$ cat src/rtl/encoder0_pkg.sv
// Shared widths and FSM state encoding for the one-hot to binary encoder host.
package encoder0_pkg;

    localparam int IN_W  = 16;
    localparam int OUT_W = 8;
    localparam int IDX_W = 4;
    localparam int ADR_W = 13;
    localparam int SIG_W = 14;
    localparam int PAT_W = 128;

    typedef enum logic [3:0] {
        S_IDLE    = 4'd0,
        S_CAPTURE = 4'd1,
        S_OUTPUT  = 4'd2,
        S_WAIT    = 4'd3
    } state_t;

endpackage

$ cat src/rtl/encoder0_prio16.sv
// Combinational lowest-set-bit priority encoder with zero and one-hot detection.
module encoder0_prio16
    import encoder0_pkg::*;
(
    input  logic [IN_W-1:0]  vec_i,
    output logic [IDX_W-1:0] idx_o,
    output logic             is_zero_o,
    output logic             is_onehot_o
);

    // Scan from the top down so the lowest set bit is the last one written.
    always_comb begin
        idx_o = '0;
        for (int i = IN_W - 1; i >= 0; i--) begin
            if (vec_i[i]) begin
                idx_o = IDX_W'(i);
            end
        end
    end

    assign is_zero_o   = (vec_i == '0);
    assign is_onehot_o = !is_zero_o && ((vec_i & (vec_i - IN_W'(1))) == '0);

endmodule

$ cat src/rtl/encoder0_host.sv
// Encoder host: enable-gated 4-state capture sequence with a one-cycle valid pulse,
// plus a free-running (enable-gated) pattern generator and program address counter.
module encoder0_host
    import encoder0_pkg::*;
#(
    parameter logic [PAT_W-1:0] ENCODE_PATTERN = 128'h0123456789ABCDEF0123456789ABCDEF,
    parameter logic [OUT_W-1:0] INVALID_CODE   = 8'hFF
) (
    input  logic             clk,
    input  logic             pon_rst_i,
    input  logic [IN_W-1:0]  decoded_input,
    input  logic             encode_enable,
    output logic [OUT_W-1:0] encoded_output,
    output logic             encode_error,
    output logic             encode_valid,
    output logic [SIG_W-1:0] signature_out,
    output logic [ADR_W-1:0] prog_adr_out
);

    state_t             state_q, state_d;
    logic [OUT_W-1:0]   out_q, out_d;
    logic               err_q, err_d;
    logic               valid_q, valid_d;
    logic [PAT_W-1:0]   pat_q, pat_d;
    logic [ADR_W-1:0]   adr_q, adr_d;

    logic [IDX_W-1:0]   prio_idx;
    logic               prio_zero;
    logic               prio_onehot;

    encoder0_prio16 u_prio (
        .vec_i       (decoded_input),
        .idx_o       (prio_idx),
        .is_zero_o   (prio_zero),
        .is_onehot_o (prio_onehot)
    );

    always_comb begin
        state_d = state_q;
        out_d   = out_q;
        err_d   = err_q;
        valid_d = 1'b0;
        pat_d   = pat_q;
        adr_d   = adr_q;
        if (encode_enable) begin
            pat_d   = {pat_q[PAT_W-2:0], pat_q[127] ^ pat_q[95] ^ decoded_input[0]};
            adr_d   = adr_q + ADR_W'(1);
            valid_d = valid_q;
            case (state_q)
                S_IDLE: begin
                    out_d   = '0;
                    err_d   = 1'b0;
                    valid_d = 1'b0;
                    state_d = S_CAPTURE;
                end
                S_CAPTURE: begin
                    out_d   = prio_zero ? INVALID_CODE
                                        : {{(OUT_W-IDX_W){1'b0}}, prio_idx};
                    err_d   = !prio_onehot;
                    state_d = S_OUTPUT;
                end
                S_OUTPUT: begin
                    valid_d = 1'b1;
                    state_d = S_WAIT;
                end
                S_WAIT: begin
                    valid_d = 1'b0;
                    state_d = S_IDLE;
                end
                default: state_d = S_IDLE;
            endcase
        end
    end

    always_ff @(posedge clk) begin
        if (pon_rst_i) begin
            state_q <= S_IDLE;
            out_q   <= '0;
            err_q   <= 1'b0;
            valid_q <= 1'b0;
            pat_q   <= ENCODE_PATTERN;
            adr_q   <= '0;
        end else begin
            state_q <= state_d;
            out_q   <= out_d;
            err_q   <= err_d;
            valid_q <= valid_d;
            pat_q   <= pat_d;
            adr_q   <= adr_d;
        end
    end

    assign encoded_output = out_q;
    assign encode_error   = err_q;
    assign encode_valid   = valid_q;
    assign signature_out  = pat_q[SIG_W-1:0];
    assign prog_adr_out   = adr_q;

endmodule
$ cat config.mk
export PLATFORM = sky130hd
export DESIGN_NAME = encoder0_host
export DESIGN_NICKNAME = d
export VERILOG_FILES = /design/src/rtl/encoder0_pkg.sv /design/src/rtl/encoder0_prio16.sv /design/src/rtl/encoder0_host.sv
export SDC_FILE = /design/constraint.sdc
export NUM_CORES = 1
export LEC_CHECK = 0
export CAP_MARGIN = 20
export CORE_MARGIN = 4
export CORE_UTILIZATION = 45
export DETAILED_ROUTE_END_ITERATION = 8
export GPL_TIMING_DRIVEN = 0
export PLACE_DENSITY_LB_ADDON = 0.08
export SLEW_MARGIN = 20
export SYNTH_ARGS = -nofsm -noshare
export SYNTH_HDL_FRONTEND = slang
export SYNTH_HIERARCHICAL = 1
export SYNTH_SLANG_ARGS = --single-unit
$ cat constraint.sdc
create_clock -name clk -period 2.1 [get_ports clk]
set_input_delay 0.315 -clock clk [delete_from_list [all_inputs] [get_ports clk]]
set_output_delay 0.315 -clock clk [all_outputs]
set_load 0.01 [all_outputs]
; ---- After elaboration in Yosys (flattened, before gate mapping)
; Index checks and enable logic that the tools add are counted.
[word_totals]
regBits = 155
inputBits = 19
out_inout_bits = 37
word_cells = 47
[op_classes]
addsub = 2
eq_ne = 3
n_mux = 21
bitwise_logic = 4
n_reduce_logical = 11
[ops]
columns = operator, n
row1 = 4-bit 2-to-1 mux, 16
row2 = 16-bit logical NOT, 2
row3 = 16-bit bitwise AND, 1
row4 = 8-bit case mux with 2 select lines, 1
row5 = 16-bit by 1-bit subtractor with 16-bit output (second input constant), 1
row6 = 13-bit by 1-bit adder with 13-bit output (second input constant), 1
row7 = 4-bit by 2-bit equality test with 1-bit output (second input constant), 2
row8 = 8-bit 2-to-1 mux, 1
row9 = 2-bit case mux with 3 select lines, 1
row10 = 4-bit by 1-bit equality test with 1-bit output (second input constant), 1
row11 = 4-bit logical NOT, 1
row12 = 1-bit case mux with 2 select lines, 2
row13 = 2-bit nonzero test, 2
row14 = 2-bit OR reduction, 2
row15 = 1-bit logical NOT, 2
row16 = 2-bit AND reduction, 1
row17 = 1-bit XOR, 2
row18 = 1-bit logical AND, 1
row19 = 1-bit inverter, 1

; ---- Logic depth before layout (Yosys ltp)
[depth]
ltp_word = 18
mapped_depth = 8
depth_no_buf = 8

; ---- Modules after synthesis
; The synthesis kept the hierarchy.
[modules_own_cells]
columns = mod, n_inst, cells_each, area_per_inst_um2, seq_area_each_um2
row1 = encoder0_host, 1, 548, 5705.5, 3002.9
row2 = encoder0_prio16, 1, 54, 360.3, 0.0

; ---- Least setup slack after synthesis
; OpenSTA, ideal clock, no wires.
[synth_timing]
path_kind = input to register
startpoint = input port decoded_input[9]
endpoint = register err_q, in the netlist encode_error
setup_time_ns = 0.128
t_arrival_ns = 1.527
t_required_ns = 1.972
slack_ns = 0.445
stages = 7
path_buffers = 0
cell_sequence = or4_1 -> a211oi_1 -> o211ai_1 -> nor3_2 -> inv_1 -> a22oi_1 -> nor2_1
[synth_between]
elab_chain_cells = 6
elab_cells_between_ends = 8
classes_between = 1 x add/sub / 1 x mux / 1 x bitwise / 5 x reduce/logical
[synth_lines]
columns = element, line
row1 = start: declaration, encoder0_host.sv:11  ; input logic [IN_W-1:0] decoded_input,
row2 = 16-bit by 1-bit subtractor with 16-bit output, encoder0_prio16.sv:22  ; assign is_onehot_o = !is_zero_o && ((vec_i & (vec_i - IN_W'(1))) == '0);
row3 = 16-bit bitwise AND, encoder0_prio16.sv:22
row4 = 16-bit logical NOT, encoder0_prio16.sv:22
row5 = 1-bit logical AND (*), encoder0_prio16.sv:22
row6 = named net prio_onehot, encoder0_host.sv:29  ; logic prio_onehot;
row7 = 1-bit logical NOT (*), encoder0_host.sv:59  ; err_d = !prio_onehot;
row8 = 1-bit case mux with 2 select lines (*), encoder0_host.sv:49  ; case (state_q)
row9 = end signal: assignment, encoder0_host.sv:86  ; err_q <= err_d;
row10 = end: declaration, encoder0_host.sv:22  ; logic err_q, err_d;
; Mark *: on every way through the listed nets, which the timed path passes. The rest lies on a longest branch.
; A chain may end at the register's enable or synchronous reset.

; ---- Worst setup path after layout
[layout_timing]
startpoint = input port decoded_input[7]
endpoint = register err_q, in the netlist encode_error
; The elaborated chain is that of the path after synthesis.

==> metrics.md <==
| Metric | Value |
|---|---|
| Run status | completed |
| Delay-heaviest family, CP | simple AND/OR/NAND/NOR gates |
| Hold buffers post-CTS | 0 |
| Iter 0 DRT Violations | 178 |
| Proportion of layout cells with a drive suffix above 1 | 11.87% |
| Total power | 6.952 mW |
| Clock Power Share | 46.0% |
| Final Non-Filler Cells | 867 |
| CP Class | input pin to register |
| Worst endpoint data arrival time | 2320 ps |
| Slew headroom | 51.58% |
| Skew-Pair Late Insertion Delay | 410 ps |
| FILL cells | 1194 |
| Pre-CTS WS | -302.4 ps |
| Hold path depth | 3 |
| Seq cells post-synth | 150 |
| Share of power burned in registers | 44.8% |
| Die height | 124.1 µm |
| Yosys warnings | 6 |
| Worst setup SP type | input pin |
| GRT overflow | 0 |
| CP max stage delay | 520 ps |
| Number of CTS-inserted buffers | 17 |
| Total number of vias | 4440 |
| Buffers on Ports | 54 |
| Global-route wire length before repair | 19.52 mm |
| Combinational share of power | 9.3% |
| Req. time, crit path | 2390 ps |
| Synthesized area per cell | 10.08 µm² |
| CTS Buffer Depth | 2 |
| RR Endpoint | prog_adr_out[12]$_SDFFE_PP0P_ |
| # diodes | 0 |
| Synth area leaders | dfxtp_1 50%, mux2i_1 11%, a211o_1 9.2% |
| Post-Syn Area | 0.006066 mm² |
| Final hold viol count | 0 |
| Leak | 3.076 nW |
| # rows | 42 |
| Worst path cell trace | clkdlybuf4s50_1, nor4_4, nand3_1, o21ai_1, o221ai_2, nor3_2, inv_1, a22oi_1, nor2_1 |
| Detailed Route WL | 12.11 mm |
| Htree depth | 4 |
| Placed insts | 832 |
| CP max FO | 5 |
| Max cap viols | 0 |
| Vias per cell | 5.121 |
| Ratio of final minimum period to clock period | 96.80% |
| Post-layout nets | 702 |
| Internal | 5.345 mW |
| Area grow syn2layout | 23.39% |
| Post-synth EDFFs | 0 |
| # IOs | 56 |
| Fin. max-slew vios | 0 |
| Worst-path clk slew | 60 ps |
| Hpwl dp | 8.362 mm |
| Setup-failing EPs final | 0 |
| Buf/Inv on CP | 2 |
| Antenna Nets Post-Route | 0 |
| R2R Setup Slk | 470 ps |
| Largest net degree at the start of global routing | 17 |
| Area of the multi-input gates | 0.002711 mm² |
| Reg2reg start | prog_adr_out[2]$_SDFFE_PP0P_ |
| Hold Slack | 369.6 ps |
| NetSw | 1.607 mW |
| Area leader, netlist | dfxtp_1 |
| Crit path time final | 2033 ps |
| Netlist cell types | 46 |
| Peak Freq | 491.9 MHz |
| Post-Synthesis Cells | 602 |
| Starting Density | 45.80% |
| CP endpoint | encode_error$_SDFFE_PP0P_ |
| Vias in the first global route | 4099 |
| Clock root cell | clkbuf_16 |
| Slowest-stage cell, CP | clkdlybuf4s50_1 |
| Setup TNS | 0 ps |
| Worst Hold Class | input pin to register |
| Share of flip-flops with an asynchronous set or reset | 0% |
| VDD IR max | 0.6171 mV |
| Synth top area share | 49.50% |
| Critical Path Sink Type | register |
| Clock sink count | 150 |
| Initial antenna violation count | 0 |
| TritonCTS clock tree | built |
| Register area | 0.003003 mm² |
| Stages on the worst setup path | 9 |
| Total Routing Usage GR | 16.02% |
| Dominant register cell in the synthesized netlist | dfxtp_1 |
| DR WL/cell | 13.96 µm |
| Final worst setup slack | 67.10 ps |
| R2R cell count | 4 |
| Core area | 0.01324 mm² |
| Clock Skews | 6.087 ps |
| Switching part of the total power | 23.12% |
| Chip width | 124.1 µm |
| Pwr dens | 928.9 mW/mm² |
| Die area | 0.01540 mm² |
| Mapped Nets | 626 |
| Drt drc | 0 |
| Critical path startpoint | decoded_input[7] |
| Hold Path Origin | pon_rst_i |
| Gpl congestion | 0.7414 |
| Pre-antenna DRT Iters | 4 |
| Sequential element share of the synthesized area | 49.50% |
| Slew at the pin with the worst max-slew slack | 718.7 ps |
## worst min-delay path by stage
stage | slack [ps] | endpoint
after floorplan | 430 | pat_q[102]$_SDFFE_PP1P_
after global placement | 440 | pat_q[65]$_SDFFE_PP1P_
after detailed placement | 450 | pat_q[42]$_SDFFE_PP1P_
after CTS | 360 | prog_adr_out[12]$_SDFFE_PP0P_
after global routing | 390 | prog_adr_out[12]$_SDFFE_PP0P_
final | 370 | prog_adr_out[12]$_SDFFE_PP0P_
## through the flow
| step | cell area, µm² | util [%] |
|---|---|---|
| global placement | 6827 | 51.55 |
| finish | 7485 | 56.52 |
| CTS | 7453 | 56.28 |
| global route | 7485 | 56.52 |
| floorplan | 6066 | - |
| detailed placement | 6827 | 51.55 |
## power by group through the flow
stage | combinational (mW) | clock, mW | sequential, mW
after CTS | 0.651 | 3.27 | 3.11
after detailed placement | 0.646 | 0 | 3.17
final | 0.645 | 3.20 | 3.11
after global routing | 0.715 | 3.40 | 3.13
after floorplan | 0.445 | 0 | 3.15
after global placement | 0.628 | 0 | 3.17
## sequential cells by signal, summed over array words and instances, names as in the netlist
name and cells:
encode_error 1, encoded_output 5, prog_adr_out 13, encode_valid 1
pat_q 128, state_q 2
## routing by layer
layer,global-route usage [%],part of all wire (%)
met1,20.72,49
met2,25.61,47
met5,0,0
met3,4.178,3.7
met4,6.297,1.3
## placed cells by master (no fill, tap or decap), types with 9 or more instances in the layout
master / synthesis / layout
dfxtp_1: 150 / 150
nor2b_1: 69 / 69
clkbuf_1: 19 / 19
inv_1: 9 / 9
a21oi_1: 13 / 13
a211o_1: 64 / 64
nor2_1: 87 / 87
buf_4: 26 / 29
clkbuf_16: 0 / 17
buf_2: 10 / 10
clkdlybuf4s50_1: 0 / 53
nand2_1: 9 / 9
mux2i_1: 67 / 67
## logic make-up (layout without fill, tap and decap cells)
kind of cell,count (synthesis),after routing,synth area share [%]
and+or+nand+nor,197,197,17.04
DFF,150,150,49.50
AOI/OAI and AO/OA,106,106,13.74
muxes,70,70,11.61
buffers and inverters,66,155,5.899
xor gates and xnor gates,7,7,1.011
adders and majority gates,6,6,1.196
## cell usage after synthesis (all sizes together), types with 2 or more instances
cell,number
o22ai,2
o21ai,9
clkbuf,19
buf,38
nand2,10
nor2b,69
mux2i,67
xor2,3
or4,6
a22oi,2
o31ai,5
or2,2
nand3,3
nor4,6
nand4,4
or3,3
ha,5
nor3,4
a21oi,13
dfxtp,150
inv,9
nor2,88
a211oi,4
mux2,3
a211o,64
xnor2,4
## timing repair
action	4_1_cts	5_1_grt
setup endpoints to repair	0	1
endpoints found under the hold margin	0	0
gates resized for setup	0	2
setup buffers	0	3
## area by class of cell
type                       count  area share [%]
sequential                   150           40.12
multi-input combinational    386           36.23
timing repair buffer          57           7.556
clock buffer                  17           5.684
buffer                        57           4.330
tap                          176           2.942
clock inverter                15           2.691
inverter                       9          0.4514
## worst register-to-register path: cells and delay by family, from the launching register on
| family | cells | cell delay [ps] |
|---|---|---|
| mux | 1 | 350 |
| simple gates | 2 | 510 |
| buf+inv | 1 | 220 |
| flops | 1 | 430 |
No activity file was read; power rests on OpenSTA's default activity.
==> edit 1 (same settings) <==
The package constant `IDX_W` goes from 4 to 6.
--- a/src/rtl/encoder0_pkg.sv
+++ b/src/rtl/encoder0_pkg.sv
@@ -5,3 +5,3 @@
     localparam int OUT_W = 8;
-    localparam int IDX_W = 4;
+    localparam int IDX_W = 6;
     localparam int ADR_W = 13;
Behaviour: unchanged (Yosys induction, for registers that start in step).
==> edit 1 against the original RTL <==
Final area grew 0.84%; synthesized cell count increased by 1.7%; final cell count increased by 1.0%; routed wire length is 0.17% higher; sequential cell count is 2 higher; synthesized area rose by 2.1%; die area increased by 2.0%; worst setup slack improved by 74 ps; total power is 3.2% lower; clock skew increased by 2.6 ps; critical path type unchanged.
==> edit 1: results (changes against the original RTL) <==
INFO  hold_path      hold_path_depth=1 [-2]
INFO  placement      placed_wire_length_estimate_after_detailed_placement=8479um [+1.4%]
INFO  yosys          ys_seq_area_share=49.14% [-0.36 points]
INFO  final_layout   finish.net_count=711 [+1.3%]
INFO  final_layout   max_flop_register=pat_q
INFO  yosys          fraction_of_synthesized_area_in_multiplexers=11.38% [-0.24 points]
INFO  yosys          ys_async_sr_fraction=0% [unchanged]
INFO  setup_path     critPathLaunch=decoded_input[7]
INFO  drt            routed_wire_length_per_instance=13.84um [-0.86%]
INFO  hold_path      hp-start=pat_q[48]$_SDFFE_PP1P_
INFO  clock_network  worst_setup_hold_path_clk_slew=60ps [about the same]
INFO  global_routing grt_first_pass_wirelength=21290um [+9.0%]
INFO  clock_network  clockRootBuffer=clkbuf_16
INFO  yosys          synth-compound-area-share=13.78% [+0.043 points]
INFO  yosys          synth_adder_area_share=1.172% [-0.024 points]
INFO  sta            fin_skew=8.701ps [+2.614 ps]
INFO  sta            final.hold.worst_slack=454.0ps [+84.38 ps]
INFO  yosys          avgSynthCellArea=10.12squm [+0.42%]
INFO  setup_path     cp_slowest_stage_delay=520ps [about the same]
INFO  clock_network  post_cts.repair.setup_buffers=0 [unchanged]
INFO  yosys          synth_xor_xnor_area_share=0.9901% [-0.021 points]
INFO  sta            worst_slew_margin_rel=57.65% [+6.1 points]
INFO  hold_path      timing.hold.worst_endpoint=pat_q[49]$_SDFFE_PP1P_
INFO  yosys          netlist_top_cells_count=dfxtp_1, nor2_1, nor2b_1
INFO  placement      pre_cts_slack=-264.8ps [+37.56 ps]
INFO  final_layout   final_layout_size_suffix_gt1_share=11.29% [-0.58 points]
INFO  placement      numPortBuffers=55 [+1.9%]
INFO  sta            min_period=1959ps [-73.63 ps]
INFO  drt            vias=4526 [+1.9%]
INFO  setup_path     worst_ep_arrival_time=2240ps [-80 ps]
INFO  drt            drt-initial-drc-count=183 [+2.8%]
INFO  placement      place_congestion=0.8022 [+8.2%]
INFO  yosys          yosys-top-cells-area=dfxtp_1, mux2i_1, a211o_1
INFO  placement      numPlacedInstances=844 [+1.4%]
INFO  setup_path     setup.reg_to_reg.worst_slack=540ps [+70 ps]
INFO  setup_path     worst_r2r_startpoint=prog_adr_out[0]$_SDFFE_PP0P_
INFO  global_routing global_route.usage.total=16.28% [+0.26 points]
INFO  power          cellLeakagePower=0.003078uW [about the same]
INFO  yosys          yosys.cell_types.count=47 [+2.2%]
INFO  drt            detail_route.vias_per_cell=5.167 [+0.89%]
INFO  run_status     status=completed
INFO  final_layout   n_fill_cell=1222 [+2.3%]
INFO  hold_path      hold_class=reg -> reg
INFO  placement      placedInstanceArea=6967squm [+2.1%]
INFO  power          peakVddDrop=528.8uV [-14%]
INFO  final_layout   largest_register_ffs=128 [unchanged]
## edit 1: cell count changes in the layout (fill, tap and decap cells not counted), sizes merged
cell and change:
clkdlybuf4s50 +2, nand2 +2, conb +2, o21ai +2, dlymetal6s2s -1, clkinv -2, bufinv -3, clkbuf +10
buf -4, dfxtp +2, a21oi +2, inv -3
## edit 1: cell type report
cell class	count	area, sq um	area share, %
flip-flops and latches	152	3043	40.32
multi-input cells	394	2759	36.56
repair buffers	55	550.5	7.294
clock buffers	25	515.5	6.830
plain buffers	58	360.3	4.775
well taps	176	220.2	2.918
clock inverters	7	65.06	0.8621
inverters	9	33.78	0.4476
## edit 1: report_power, final
part	leakage (uW)	internal [uW]	switching (uW)
logic	0.00154	340	319
registers	0.00126	3060	93.6
clock network	0.000285	1810	1100
## edit 1: routing by layer
metal / wire length (um) / up-vias / GRT usage (%)
met5: 0 / - / 0
met1: 5933 / 2160 / 20.95
li1: - / 2272 / -
met3: 403 / 17 / 4.563
met4: 157 / 0 / 4.783
met2: 5631 / 77 / 26.83
==> edit 2 (same flow settings) <==
Made on the original files. Register the output `signature_out`; this adds one clock of latency there. The other outputs are not delayed to match.
--- a/src/rtl/encoder0_host.sv
+++ b/src/rtl/encoder0_host.sv
@@ -95,3 +95,5 @@
     assign encode_valid   = valid_q;
-    assign signature_out  = pat_q[SIG_W-1:0];
+    always_ff @(posedge clk) begin
+        signature_out <= pat_q[SIG_W-1:0];
+    end
     assign prog_adr_out   = adr_q;
Check against the original RTL: not equivalent (Yosys sat finds a counterexample within 4 cycles, from zero or initial values and one cycle with pon_rst_i high).
==> edit 2 against the original RTL <==
Synthesized area up 3.7%; maximum frequency up 6.1%; total power up 3.1%; final cell count shrank 0.35%; final area up 2.3%; routed wire length is 0.37% higher; non-clock buffer count is 17 lower; sequential cell count rose by 14; worst setup slack gained 120 ps; critical endpoint unchanged; critical path type unchanged.
==> edit 2: results (changes against the original RTL) <==
INFO  run_status     status=completed
INFO  drt            drt_pass1_iterations=7 [+3]
INFO  drt            detail_route.vias_per_cell=5.161 [+0.78%]
INFO  power          power_combinational=613uW [-5.0%]
INFO  yosys          yosys.cell_types.count=47 [+2.2%]
INFO  final_layout   largest_register_ffs=128 [unchanged]
INFO  power          cell_internal_pwr=5492uW [+2.8%]
INFO  yosys          synth_adder_area_share=1.153% [-0.043 points]
INFO  power          p_seq_share=47.5% [+2.7 points]
INFO  power          peakVddDrop=561.4uV [-9.0%]
INFO  final_layout   final_layout_size_suffix_gt1_share=9.738% [-2.1 points]
INFO  sta            fin_skew=6.180ps [+0.09354 ps]
INFO  global_routing global_route.usage.total=15.92% [-0.10 points]
INFO  drt            routed_wire_length_per_instance=14.06um [+0.72%]
INFO  yosys          netlist_top_cells_count=dfxtp_1, nor2_1, nor2b_1
INFO  yosys          yosys-top-cells-area=dfxtp_1, mux2i_1, a211o_1
INFO  power          cellLeakagePower=0.003099uW [+0.77%]
INFO  final_layout   finish.net_count=699 [-0.43%]
INFO  placement      placed_wire_length_estimate_after_detailed_placement=8439um [+0.93%]
INFO  final_layout   n_fill_cell=1198 [+0.34%]
INFO  setup_path     worst_r2r_startpoint=prog_adr_out[0]$_SDFFE_PP0P_
INFO  yosys          fraction_of_synthesized_area_in_multiplexers=11.20% [-0.42 points]
INFO  yosys          synth_xor_xnor_area_share=0.9743% [-0.036 points]
INFO  global_routing grt_first_pass_wirelength=20840um [+6.8%]
INFO  clock_network  max-clock-path-buffers=2 [unchanged]
INFO  drt            drt-initial-drc-count=215 [+21%]
INFO  placement      placedInstanceArea=7053squm [+3.3%]
INFO  sta            worst_slew_pin_slew=570.2ps [-148.5 ps]
INFO  global_routing vias_in_the_first_global_route=4554 [+11%]
[edit 2: cell types whose count changed in the layout (fill, tap and decap cells not counted), sizes merged, moves of 2 or more]
cell and delta:
clkinvlp +2, buf -17, dfxtp +14, clkinv -2
[edit 2: area by class of cell]
class | count | area (sq um) | share of cell area, %
Buffer | 43 | 251.5 | 3.284
Clock buffer | 17 | 425.4 | 5.556
Clock inverter | 15 | 178.9 | 2.337
Inverter | 9 | 33.78 | 0.4412
Multi-Input combinational cell | 386 | 2724 | 35.57
Sequential cell | 164 | 3283 | 42.88
Tap cell | 176 | 220.2 | 2.876
Timing Repair Buffer | 54 | 540.5 | 7.059
[edit 2: metrics by stage]
stage	worst slack (ps)	util [%]	cells	power (uW)	setup TNS, ps
after global placement	-261.0	52.43	832	4073	-1044
after detailed placement	-274.2	52.43	832	4096	-2389
final	183.3	56.92	864	7170	0
after CTS	160.3	56.92	864	7252	0
after floorplan	457.0	-	602	3869	0
after global routing	10.10	56.92	864	7463	0
[edit 2: final timing paths]
check	endpoint	slack, ps	cells past startpoint
worst min register to register	signature_out[8]$_DFF_P_	360	0
worst max-delay path	encode_error$_SDFFE_PP0P_	180	9
worst min-delay path	prog_adr_out[12]$_SDFFE_PP0P_	340	3
worst max register to register	prog_adr_out[12]$_SDFFE_PP0P_	530	4
[edit 2: routing by layer]
metal | track usage, % | up-vias | routed length [um]
met4 | 7.256 | 0 | 247
met5 | 0 | - | 0
li1 | - | 2264 | -
met1 | 18.85 | 2108 | 5603
met2 | 27.23 | 67 | 5941
met3 | 3.937 | 20 | 358
[edit 2: worst max-delay path, stage by stage]
cell             delay, ps
clkdlybuf4s50_1        520
nor4_4                 450
nand2_2                140
a2111oi_2              230
nor2_1                 110
nor3_2                 190
inv_1                   50
a22oi_1                150
nor2_1                  60
